### config.mk
export PLATFORM = sky130hd
export DESIGN_NAME = hockey_game_ctrl
export DESIGN_NICKNAME = d
export VERILOG_FILES = /design/src/rtl/game_pkg.sv /design/src/rtl/move_tick_gen.sv /design/src/rtl/hockey_game_ctrl.sv
export SDC_FILE = /design/constraint.sdc
export NUM_CORES = 1
export LEC_CHECK = 0
export CORE_MARGIN = 3
export CORE_UTILIZATION = 45
export DETAILED_ROUTE_END_ITERATION = 10
export PLACE_DENSITY = 0.67
export SLEW_MARGIN = 10
export SYNTH_ARGS = -nofsm -noshare
export SYNTH_HDL_FRONTEND = slang
export SYNTH_SLANG_ARGS = --single-unit
### constraint.sdc
create_clock -name clk -period 5 [get_ports clk]
set_input_delay 1 -clock clk [delete_from_list [all_inputs] [get_ports clk]]
set_output_delay 1 -clock clk [all_outputs]
set_load 0.02 [all_outputs]
### src/rtl/game_pkg.sv
// Shared definitions for the air-hockey game controller: FSM states,
// display-facing game-state codes and playfield geometry.
package game_pkg;

  typedef enum logic [1:0] {
    ST_INTRO = 2'd0,
    ST_SERVE = 2'd1,
    ST_PLAY  = 2'd2,
    ST_END   = 2'd3
  } state_t;

  localparam logic [1:0] GS_INTRO = 2'd0;
  localparam logic [1:0] GS_PLAY  = 2'd1;
  localparam logic [1:0] GS_END   = 2'd2;

  localparam logic [3:0] X_MIN = 4'd1;
  localparam logic [3:0] X_MAX = 4'd14;
  localparam logic [3:0] X_CTR = 4'd7;
  localparam logic [2:0] Y_MAX = 3'd7;
  localparam logic [2:0] Y_CTR = 3'd3;

  // SERVE and PLAY look the same to the display, so both report GS_PLAY.
  function automatic logic [1:0] gs_decode(input state_t s);
    case (s)
      ST_INTRO: return GS_INTRO;
      ST_END:   return GS_END;
      default:  return GS_PLAY;
    endcase
  endfunction

endpackage

### src/rtl/move_tick_gen.sv
// Puck move-rate divider: emits a one-cycle mv pulse every TICK_DIV
// cycles while enabled, and sits at zero whenever disabled.
module move_tick_gen #(
  parameter int TICK_DIV = 2_500_000
) (
  input  logic clk,
  input  logic rst_n,
  input  logic en,
  output logic mv
);

  localparam int CW = $clog2(TICK_DIV);
  localparam logic [CW-1:0] LAST = CW'(TICK_DIV - 1);

  logic [CW-1:0] cnt;

  // Count 0..TICK_DIV-1 while enabled; dropping en restarts the period.
  always_ff @(posedge clk) begin
    if (!rst_n || !en) begin
      cnt <= '0;
    end else if (cnt == LAST) begin
      cnt <= '0;
    end else begin
      cnt <= cnt + 1'b1;
    end
  end

  assign mv = en & (cnt == LAST);

endmodule

### src/rtl/hockey_game_ctrl.sv
// Air-hockey match sequencer: intro/serve/play/end flow, puck motion with
// wall and paddle reflection, goal detection and scoring.
module hockey_game_ctrl
  import game_pkg::*;
#(
  parameter int TICK_DIV   = 2_500_000,
  parameter int SERVE_HOLD = 4,
  parameter int WIN_SCORE  = 7
) (
  input  logic       clk,
  input  logic       rst_n,
  input  logic       start_btn,
  input  logic [7:0] lplate,
  input  logic [7:0] rplate,
  output logic [1:0] gamestate,
  output logic [3:0] x,
  output logic [2:0] y,
  output logic [6:0] lscore,
  output logic [6:0] rscore,
  output logic       score_evt
);

  localparam logic [6:0] WIN7      = 7'(WIN_SCORE);
  localparam logic [7:0] HOLD_LAST = 8'(SERVE_HOLD - 1);

  state_t     state;
  logic       start_q;
  logic       start_rise;
  logic       mv;
  logic       dx_neg;
  logic       dy_neg;
  logic [7:0] hold;

  logic       dx_nxt;
  logic       dy_nxt;
  logic       l_miss;
  logic       r_miss;
  logic [3:0] x_step;
  logic [2:0] y_step;

  assign start_rise = start_btn & ~start_q;
  assign gamestate  = gs_decode(state);

  move_tick_gen #(.TICK_DIV(TICK_DIV)) u_tick (
    .clk   (clk),
    .rst_n (rst_n),
    .en    ((state == ST_SERVE) || (state == ST_PLAY)),
    .mv    (mv)
  );

  // One move step from the current puck position: wall bounce, then goal-line paddle check, then advance.
  always_comb begin
    dy_nxt = dy_neg;
    if ((y == Y_MAX && !dy_neg) || (y == 3'd0 && dy_neg)) begin
      dy_nxt = ~dy_neg;
    end
    dx_nxt = dx_neg;
    l_miss = 1'b0;
    r_miss = 1'b0;
    if (x == X_MIN && dx_neg) begin
      if (lplate[y]) dx_nxt = 1'b0;
      else           l_miss = 1'b1;
    end
    if (x == X_MAX && !dx_neg) begin
      if (rplate[y]) dx_nxt = 1'b1;
      else           r_miss = 1'b1;
    end
    x_step = dx_nxt ? (x - 4'd1) : (x + 4'd1);
    y_step = dy_nxt ? (y - 3'd1) : (y + 3'd1);
  end

  // Match FSM owning puck position, direction, serve hold and both scores.
  always_ff @(posedge clk) begin
    if (!rst_n) begin
      state     <= ST_INTRO;
      x         <= X_CTR;
      y         <= Y_CTR;
      dx_neg    <= 1'b0;
      dy_neg    <= 1'b0;
      lscore    <= '0;
      rscore    <= '0;
      score_evt <= 1'b0;
      hold      <= '0;
      start_q   <= 1'b0;
    end else begin
      start_q   <= start_btn;
      score_evt <= 1'b0;
      case (state)
        ST_INTRO: begin
          if (start_rise) begin
            state  <= ST_SERVE;
            lscore <= '0;
            rscore <= '0;
            x      <= X_CTR;
            y      <= Y_CTR;
            dx_neg <= 1'b0;
            dy_neg <= 1'b0;
            hold   <= '0;
          end
        end
        ST_SERVE: begin
          if (mv) begin
            if (hold == HOLD_LAST) begin
              hold  <= '0;
              state <= ST_PLAY;
            end else begin
              hold <= hold + 8'd1;
            end
          end
        end
        ST_PLAY: begin
          if (mv) begin
            if (l_miss) begin
              rscore    <= rscore + 7'd1;
              score_evt <= 1'b1;
              x         <= X_CTR;
              y         <= Y_CTR;
              dx_neg    <= 1'b1;
              dy_neg    <= dy_nxt;
              hold      <= '0;
              state     <= ((rscore + 7'd1) == WIN7) ? ST_END : ST_SERVE;
            end else if (r_miss) begin
              lscore    <= lscore + 7'd1;
              score_evt <= 1'b1;
              x         <= X_CTR;
              y         <= Y_CTR;
              dx_neg    <= 1'b0;
              dy_neg    <= dy_nxt;
              hold      <= '0;
              state     <= ((lscore + 7'd1) == WIN7) ? ST_END : ST_SERVE;
            end else begin
              x      <= x_step;
              y      <= y_step;
              dx_neg <= dx_nxt;
              dy_neg <= dy_nxt;
            end
          end
        end
        default: begin
          if (start_rise) state <= ST_INTRO;
        end
      endcase
    end
  end

endmodule
# Word-level counts from Yosys, hierarchy flattened
# Cells that the tools add are included.
# op_classes
bitwise_logic,4
order_cmp,1
muxes,60
n_addsub,8
eq_ne,18
reduce_logical,23
# op_table
op,count
2-to-1 mux 8 bit,6
2-to-1 mux 7 bit,6
case mux 7 bit (2 select lines),2
case mux 8 bit (3 select lines),1
adder 22 x 1 -> 22 bit (second input constant),1
== test 22 bit (second input constant),1
2-to-1 mux 4 bit,5
2-to-1 mux 1 bit,18
2-to-1 mux 2 bit,9
2-to-1 mux 3 bit,5
adder 7 x 1 -> 7 bit (second input constant),2
== test 7 x 3 -> 1 bit (second input constant),2
inequality test 2 bit (second input constant),6
AND reduction 5 bit,2
adder 8 x 1 -> 8 bit (second input constant),1
== test 8 x 2 -> 1 bit (second input constant),1
case mux 4 bit (2 select lines),1
binary-select mux 1 bit (select 3 bit),2
case mux 2 bit (3 select lines),1
case mux 3 bit (2 select lines),1
AND reduction 3 bit,2
AND reduction 6 bit,1
nonzero test 3 bit,2
adder 4 x 1 -> 4 bit (second input constant),1
23 further kinds,35
# totals
register_bits,57
out_inout_bits,24
wordCells,125

# Logic depth before layout (Yosys ltp)
# depth
word_depth,11
ltp_mapped,9
mapped_depth_nobuf,8

# Modules after synthesis
# A second synthesis with hierarchy kept.
# unflattened
hier_cells,412
hier_area_um2,3455.8
# by_module_without_submodules
module,n_inst,cells_per_inst,seq_area_each_um2,area_each_um2
hockey_game_ctrl,1,291,700.7,2428.6
move_tick_gen,1,121,440.4,1027.2

# Least setup slack after synthesis
# No wires, ideal clock.
# synth_path
path_type,input -> register
start,in lplate[3]
end,reg lscore[2]
setup_ps,135
path_buffers,0
path_slack_ps,2444
cell_stages,6
t_arrival_ps,2421
cell_sequence,mux2_2 > mux4_2 > o21ai_2 > nor2_1 > o311ai_0 > o21ai_0
# synth_between
elab_chain_len,6
# synth_rtl
item,line_no,rtl
from (decl),hockey_game_ctrl.sv:13,"input logic [7:0] lplate,"
binary-select mux 1 bit (select 3 bit),hockey_game_ctrl.sv:61,if (lplate[y]) dx_nxt = 1'b0;
2-to-1 mux 1 bit (implied by the code),hockey_game_ctrl.sv:61,
2-to-1 mux 1 bit,hockey_game_ctrl.sv:61,
2-to-1 mux 1 bit,hockey_game_ctrl.sv:60,if (x == X_MIN && dx_neg) begin
inequality test 2 bit (no source line),-,
AND reduction 5 bit (no source line),-,
to (signal assigned),hockey_game_ctrl.sv:123,lscore <= lscore + 7'd1;
to (decl),hockey_game_ctrl.sv:18,"output logic [6:0] lscore,"
# Every way passes these cells. The select of a mux whose other input is x is not followed.
# A chain may end at the register's enable or synchronous reset.

# Final worst setup path
# layout_path
start,in rst_n
end,reg u_tick.cnt[12]
# layout_between
elab_chain_len,3
# layout_rtl
item,line_no,rtl
from (decl),hockey_game_ctrl.sv:11,"input logic rst_n,"
zero test 1 bit,-,
logical OR 1 bit,move_tick_gen.sv:19,if (!rst_n || !en) begin
OR reduction 2 bit (no source line),-,
to (signal assigned),move_tick_gen.sv:24,cnt <= cnt + 1'b1;
to (decl),move_tick_gen.sv:15,logic [CW-1:0] cnt;
# Every way passes these cells.

==> impl_metrics.ini <==
[sta]
holdWs_ps = 478
slew_headroom = 0.350
finClkSkew_ps = 8.43
finalCriticalPeriod_ps = 3010
final_max_slew_viol_count = 0
period_share = 0.601
setup_violations = 0
tightest_slew_ps = 971
rsz0062_at_grt = no
fmaxAchievable_ghz = 0.333
finalSetupTns_ps = 0
hold_violations = 0

[cts]
cts-root-buf = clkbuf_8
clock_path_buffers = 2
postCtsSetupBuffers = 0
htreeDepth = 3
cts_tree = yes
clkLatencyLatePin_ps = 340
clock_sinks = 57
cts_made_buffers = 9
clkSlewWorstSetupHoldPaths_ps = 70
cts_resized = 0
hold_buffers = 0

[routing]
wl_met3_um = 337
drt_pass1_iterations = 4
routedWlPerCell_um = 14.2
drc = 0
ant_nets = 0
wl_met1_mm = 3.76
drt_iter0_drc = 215
routed-wl-met2_mm = 3.79
vias = 3091
via_per_inst = 5.52
drt_wl_total_mm = 7.98
top_layer = met4

[synthesis]
avgSynthCellArea_um2 = 8.22
yosysUniqueCellTypes = 66
synth_fp_nets = 450
netlist_instances = 418
ys_ff_latch = 57
synth_ff_type = dfxtp_1
synth_area_mm2 = 0.00344
yosys_warnings = 0
ys_seq_area_frac = 0.332
async_reset_ff_frac = 0
synth_edf_count = 0

[critical_path]
crit_cells = 3
cp_slowest_cell = clkdlybuf4s50_1
r2r_cells = 6
arrival_ps = 3260
worstPathRequired_ps = 5250
crit_fanout = 25
cpPeakStageDelay_ps = 1110
crit_type = input port to register
startpoint = rst_n
critPathLaunchType = input port
cp-end-kind = register
r2r_slack_ps = 2150
crit_path_cell_trace = clkdlybuf4s50_1, nand3_1, nor2_1
crit_buf_inv = 1
path_delay_family = simple AND/OR/NAND/NOR gates
regToRegEndpoint = hold[3]
r2r-start = y[0]
critPathCapture = u_tick.cnt[12]

[job]
drv_cap = 0

[grt]
grt_pass1_wl_mm = 13.7
grt_max_degree = 26
first_global_vias = 2923
grt_use_total = 0.195
grt.overflow.total = 0
antenna_found_initial = 0

[placement]
port_buffers = 42
placed_area_mm2 = 0.00391
gp_congestion = 0.826
dp_hpwl_mm = 5.87

[floorplanning]
core_mm2 = 0.00733
rows = 31
start_util = 0.469
dieArea_mm2 = 0.00872
io_pins = 43
die_x_um = 93.4
die_h_um = 93.4

[finish]
final_common_cell = dfxtp_1
area_growth_pct = 20.2
final_nets = 489
antenna_cells = 0
fin_area_mm2 = 0.00413
fill_cells = 696
drive_gt1_frac = 0.0803
layout_common_cells = dfxtp_1, nor2_1, clkdlybuf4s50_1

[pwr]
p_leak_nw = 1.47
peakVddDrop_uv = 334
power_density_mw_per_mm2 = 374

[outcome]
outcome = finished clean

[worst_hold_path]
hold_path_class = register to register
synth_stat cells, drive strengths merged, types with 3 or more instances:
cell / number / area (um^2)
a211oi: 6 / 45.0
a21oi: 24 / 128
a31oi: 4 / 40.0
and2: 5 / 31.3
and3: 11 / 68.8
buf: 3 / 33.8
clkbuf: 13 / 48.8
dfxtp: 57 / 1140
ha: 12 / 150
inv: 10 / 37.5
mux2: 6 / 67.6
mux2i: 8 / 80.1
nand2: 35 / 131
nand2b: 6 / 37.5
nand3: 23 / 115
nand3b: 3 / 22.5
nand4: 5 / 31.3
nand4b: 3 / 26.3
nor2: 50 / 188
nor2b: 6 / 37.5
nor3: 11 / 55.1
nor4: 11 / 83.8
o211ai: 3 / 22.5
o21a: 3 / 22.5
o21ai: 32 / 164
o311ai: 3 / 26.3
o31ai: 6 / 45.0
xnor2: 11 / 96.3
xor2: 15 / 131
logic make-up (layout without fill, tap and decap cells):
logic type,count (synthesis),count (layout),share of synthesized area
buf+inv,27,70,0.0360
mux,16,16,0.0561
simple gates,184,184,0.280
xor+xnor,26,26,0.0663
compound gates,95,95,0.181
fa+ha+maj,13,13,0.0495
flops,57,57,0.332
sequential cells by signal, summed over array words and instances, names as in the netlist:
signal / flops
dy_neg: 1
score_evt: 1
lscore: 7
x: 4
y: 3
dx_neg: 1
start_q: 1
u_tick.cnt: 22
state: 2
hold: 8
rscore: 7
power breakdown:
part           switching (W)  internal, W  total [W]
sequential         0.0000393     0.000477   0.000516
clock               0.000189     0.000290   0.000479
combinational       0.000349     0.000198   0.000548
cell type report:
cell class	count	area, um^2	area share
Inverter	11	41.3	0.00999
Multi-Input combinational cell	334	2170	0.526
Clock buffer	10	138	0.0333
Sequential cell	57	1140	0.276
Tap cell	99	124	0.0300
Timing Repair Buffer	44	435	0.105
Clock inverter	5	80.1	0.0194
per-layer routing:
layer | GRT usage | up-vias
met5 | 0 | -
met4 | 0.0672 | 0
met3 | 0.0394 | 9
met2 | 0.324 | 58
met1 | 0.250 | 1428
li1 | - | 1596
stage by stage:
step                      setup WS [ps]   util  std cells  total power (W)
after floorplan                    2440      -        418         0.000922
after global placement             1710  0.534        545          0.00106
after detailed placement           1630  0.534        545          0.00107
after CTS                          1970  0.564        560          0.00155
after global routing               1770  0.564        560          0.00164
final                              1990  0.564        560          0.00154
how the worst min path moves through the flow:
stage                        startpoint            end  slack (ps)  depth (start not counted)
after detailed placement  u_tick.cnt[0]  u_tick.cnt[0]         470                          1
after floorplan           u_tick.cnt[0]  u_tick.cnt[0]         440                          1
final                     u_tick.cnt[0]  u_tick.cnt[0]         480                          1
after CTS                 u_tick.cnt[0]  u_tick.cnt[0]         490                          1
after global placement    u_tick.cnt[0]  u_tick.cnt[0]         460                          1
after global routing            hold[1]        hold[1]         500                          2
Power figures use the tool's default switching activity.
==> RTL change (same settings) <==
Register the inputs `start_btn`, `lplate` and `rplate` before use, without a reset. The logic sees them one clock later.
--- a/src/rtl/hockey_game_ctrl.sv
+++ b/src/rtl/hockey_game_ctrl.sv
@@ -24,4 +24,14 @@
   localparam logic [7:0] HOLD_LAST = 8'(SERVE_HOLD - 1);
 
+  logic start_btn_q;
+  logic [7:0] lplate_q;
+  logic [7:0] rplate_q;
+
+  always_ff @(posedge clk) begin
+    start_btn_q <= start_btn;
+    lplate_q    <= lplate;
+    rplate_q    <= rplate;
+  end
+
   state_t     state;
   logic       start_q;
@@ -39,5 +49,5 @@
   logic [2:0] y_step;
 
-  assign start_rise = start_btn & ~start_q;
+  assign start_rise = start_btn_q & ~start_q;
   assign gamestate  = gs_decode(state);
 
@@ -59,9 +69,9 @@
     r_miss = 1'b0;
     if (x == X_MIN && dx_neg) begin
-      if (lplate[y]) dx_nxt = 1'b0;
+      if (lplate_q[y]) dx_nxt = 1'b0;
       else           l_miss = 1'b1;
     end
     if (x == X_MAX && !dx_neg) begin
-      if (rplate[y]) dx_nxt = 1'b1;
+      if (rplate_q[y]) dx_nxt = 1'b1;
       else           r_miss = 1'b1;
     end
@@ -84,5 +94,5 @@
       start_q   <= 1'b0;
     end else begin
-      start_q   <= start_btn;
+      start_q   <= start_btn_q;
       score_evt <= 1'b0;
       case (state)
Formal check against the unedited RTL: not equivalent (a bounded check fails within 4 cycles, from zero or initial values and one cycle with rst_n low).
==> RTL change against the original RTL <==
Sequential cell count is 17 higher; total power is 14% higher; non-clock buffer count is 1 lower; critical path type is now flop to flop; routed wire length is 2.5% lower; global-route usage is 1.3 points lower; design area is 5.4% higher; cell count is 1.4% lower; register-to-register slack worse by 170 ps; area after synthesis is 5.9% higher; worst setup slack worse by 8.3 ps.
==> RTL change: results (changes against the original RTL) <==
[worst_setup_path]
crit_slowest_cell = a21oi_1  ; was clkdlybuf4s50_1
crit_path_max_fanout = 13  ; was 25
path_delay_family = compound AO/OA/AOI/OAI gates  ; was simple AND/OR/NAND/NOR gates
cp-start-kind = flop  ; was input port
slowest_delay_ps = 800  ; was 1110 ps
rrSetupSlack_ps = 1980  ; was 2150 ps
cp-endpoint = x[2]  ; was u_tick.cnt[12]
rr_worst_depth = 6  ; unchanged

[global_route]
grt_max_degree = 23  ; was 26
use_met2_pct = 30.5  ; was 32.4%
gr-usage-met3_pct = 2.89  ; was 3.94%
first_global_vias = 2822  ; was 2,923
grt_usage_pct = 18.2  ; was 19.5%
use_met1_pct = 23.7  ; was 25.0%

[route]
wl_met1_um = 3570  ; was 3760 um
vias = 3072  ; was 3,091
post_drt_wl_per_cell_um = 14.1  ; was 14.2 um
drt-initial-drc-count = 126  ; was 215
met3RoutedLength_um = 303  ; was 337 um

[timing]
worst_pin_slew_ps = 969  ; was 971 ps
fin_skew_ps = 11.4  ; was 8.43 ps

[clocking]
cts.clk_slew.worst_paths_ps = 90  ; was 70 ps

[synth]
ys_types = 62  ; was 66
synth_compound_area_share_pct = 14.5  ; was 18.1%
yosys.area_share.xor_xnor_pct = 6.02  ; was 6.63%
syn_nets = 440  ; was 450
synthTopCellsByCount = 74 x dfxtp_1, 40 x nor2_1, 34 x nand2_1  ; was 57 x dfxtp_1, 50 x nor2_1, 35 x nand2_1
yosys.area_share.adder_pct = 4.68  ; was 4.95%
synth_mux_area_share_pct = 4.85  ; was 5.61%
ys_seq_area_share_pct = 40.7  ; was 33.2%
synthTopCellsByArea = dfxtp_1 41%, ha_1 4.1%, nor2_1 4.1%  ; was dfxtp_1 33%, nor2_1 5.5%, ha_1 4.4%

[pwr]
ir_drop_mv = 0.231  ; was 0.334 mV
p_leak_uw = 0.00165  ; was 0.00147 uW

[placed_design]
place_area_sq_um = 4120  ; was 3910 sq um
hpwlAfterDp_um = 5660  ; was 5870 um
place.gp.congestion = 0.821  ; was 0.826

[worst_hold_path]
min_delay_worst_endpoint = u_tick.cnt[0]  ; unchanged

[status]
status = finished clean  ; unchanged

[cells_and_area]
nFillCells = 726  ; was 696
layout-drive-gt1-share_pct = 6.22  ; was 8.03%
regMostFlops = u_tick.cnt  ; unchanged
fin_nets = 477  ; was 489
largest_reg_flops = 22  ; unchanged

==> RTL change: cell count changes after synthesis, sizes merged, moves of 6 or more <==
cell and change:
dfxtp +17, o21ai -19, nor2 -10, a21oi -7
a211oi -6, nor4 -7
==> RTL change: layout make-up <==
class / instances / area (sq um) / share of cell area [%]
Sequential cell: 74 / 1480 / 34.0
Clock inverter: 6 / 95.1 / 2.18
Multi-Input combinational cell: 304 / 2030 / 46.7
Timing Repair Buffer: 43 / 428 / 9.83
Clock buffer: 10 / 138 / 3.16
Tap cell: 102 / 128 / 2.93
Inverter: 13 / 48.8 / 1.12
==> RTL change: through the flow <==
step	worst slack [ps]	hold slack, ps	cells
after floorplan	2560	418	408
after global placement	1990	433	536
after detailed placement	1910	445	536
after CTS	1980	459	552
after global routing	1670	497	552
final	1980	452	552
==> RTL change: power by group <==
group | leakage, uW | switching (uW) | internal, uW
combinational | 0.000930 | 288 | 222
clock | 0.000118 | 240 | 302
sequential | 0.000604 | 75.8 | 629
total | 0.00165 | 604 | 1150
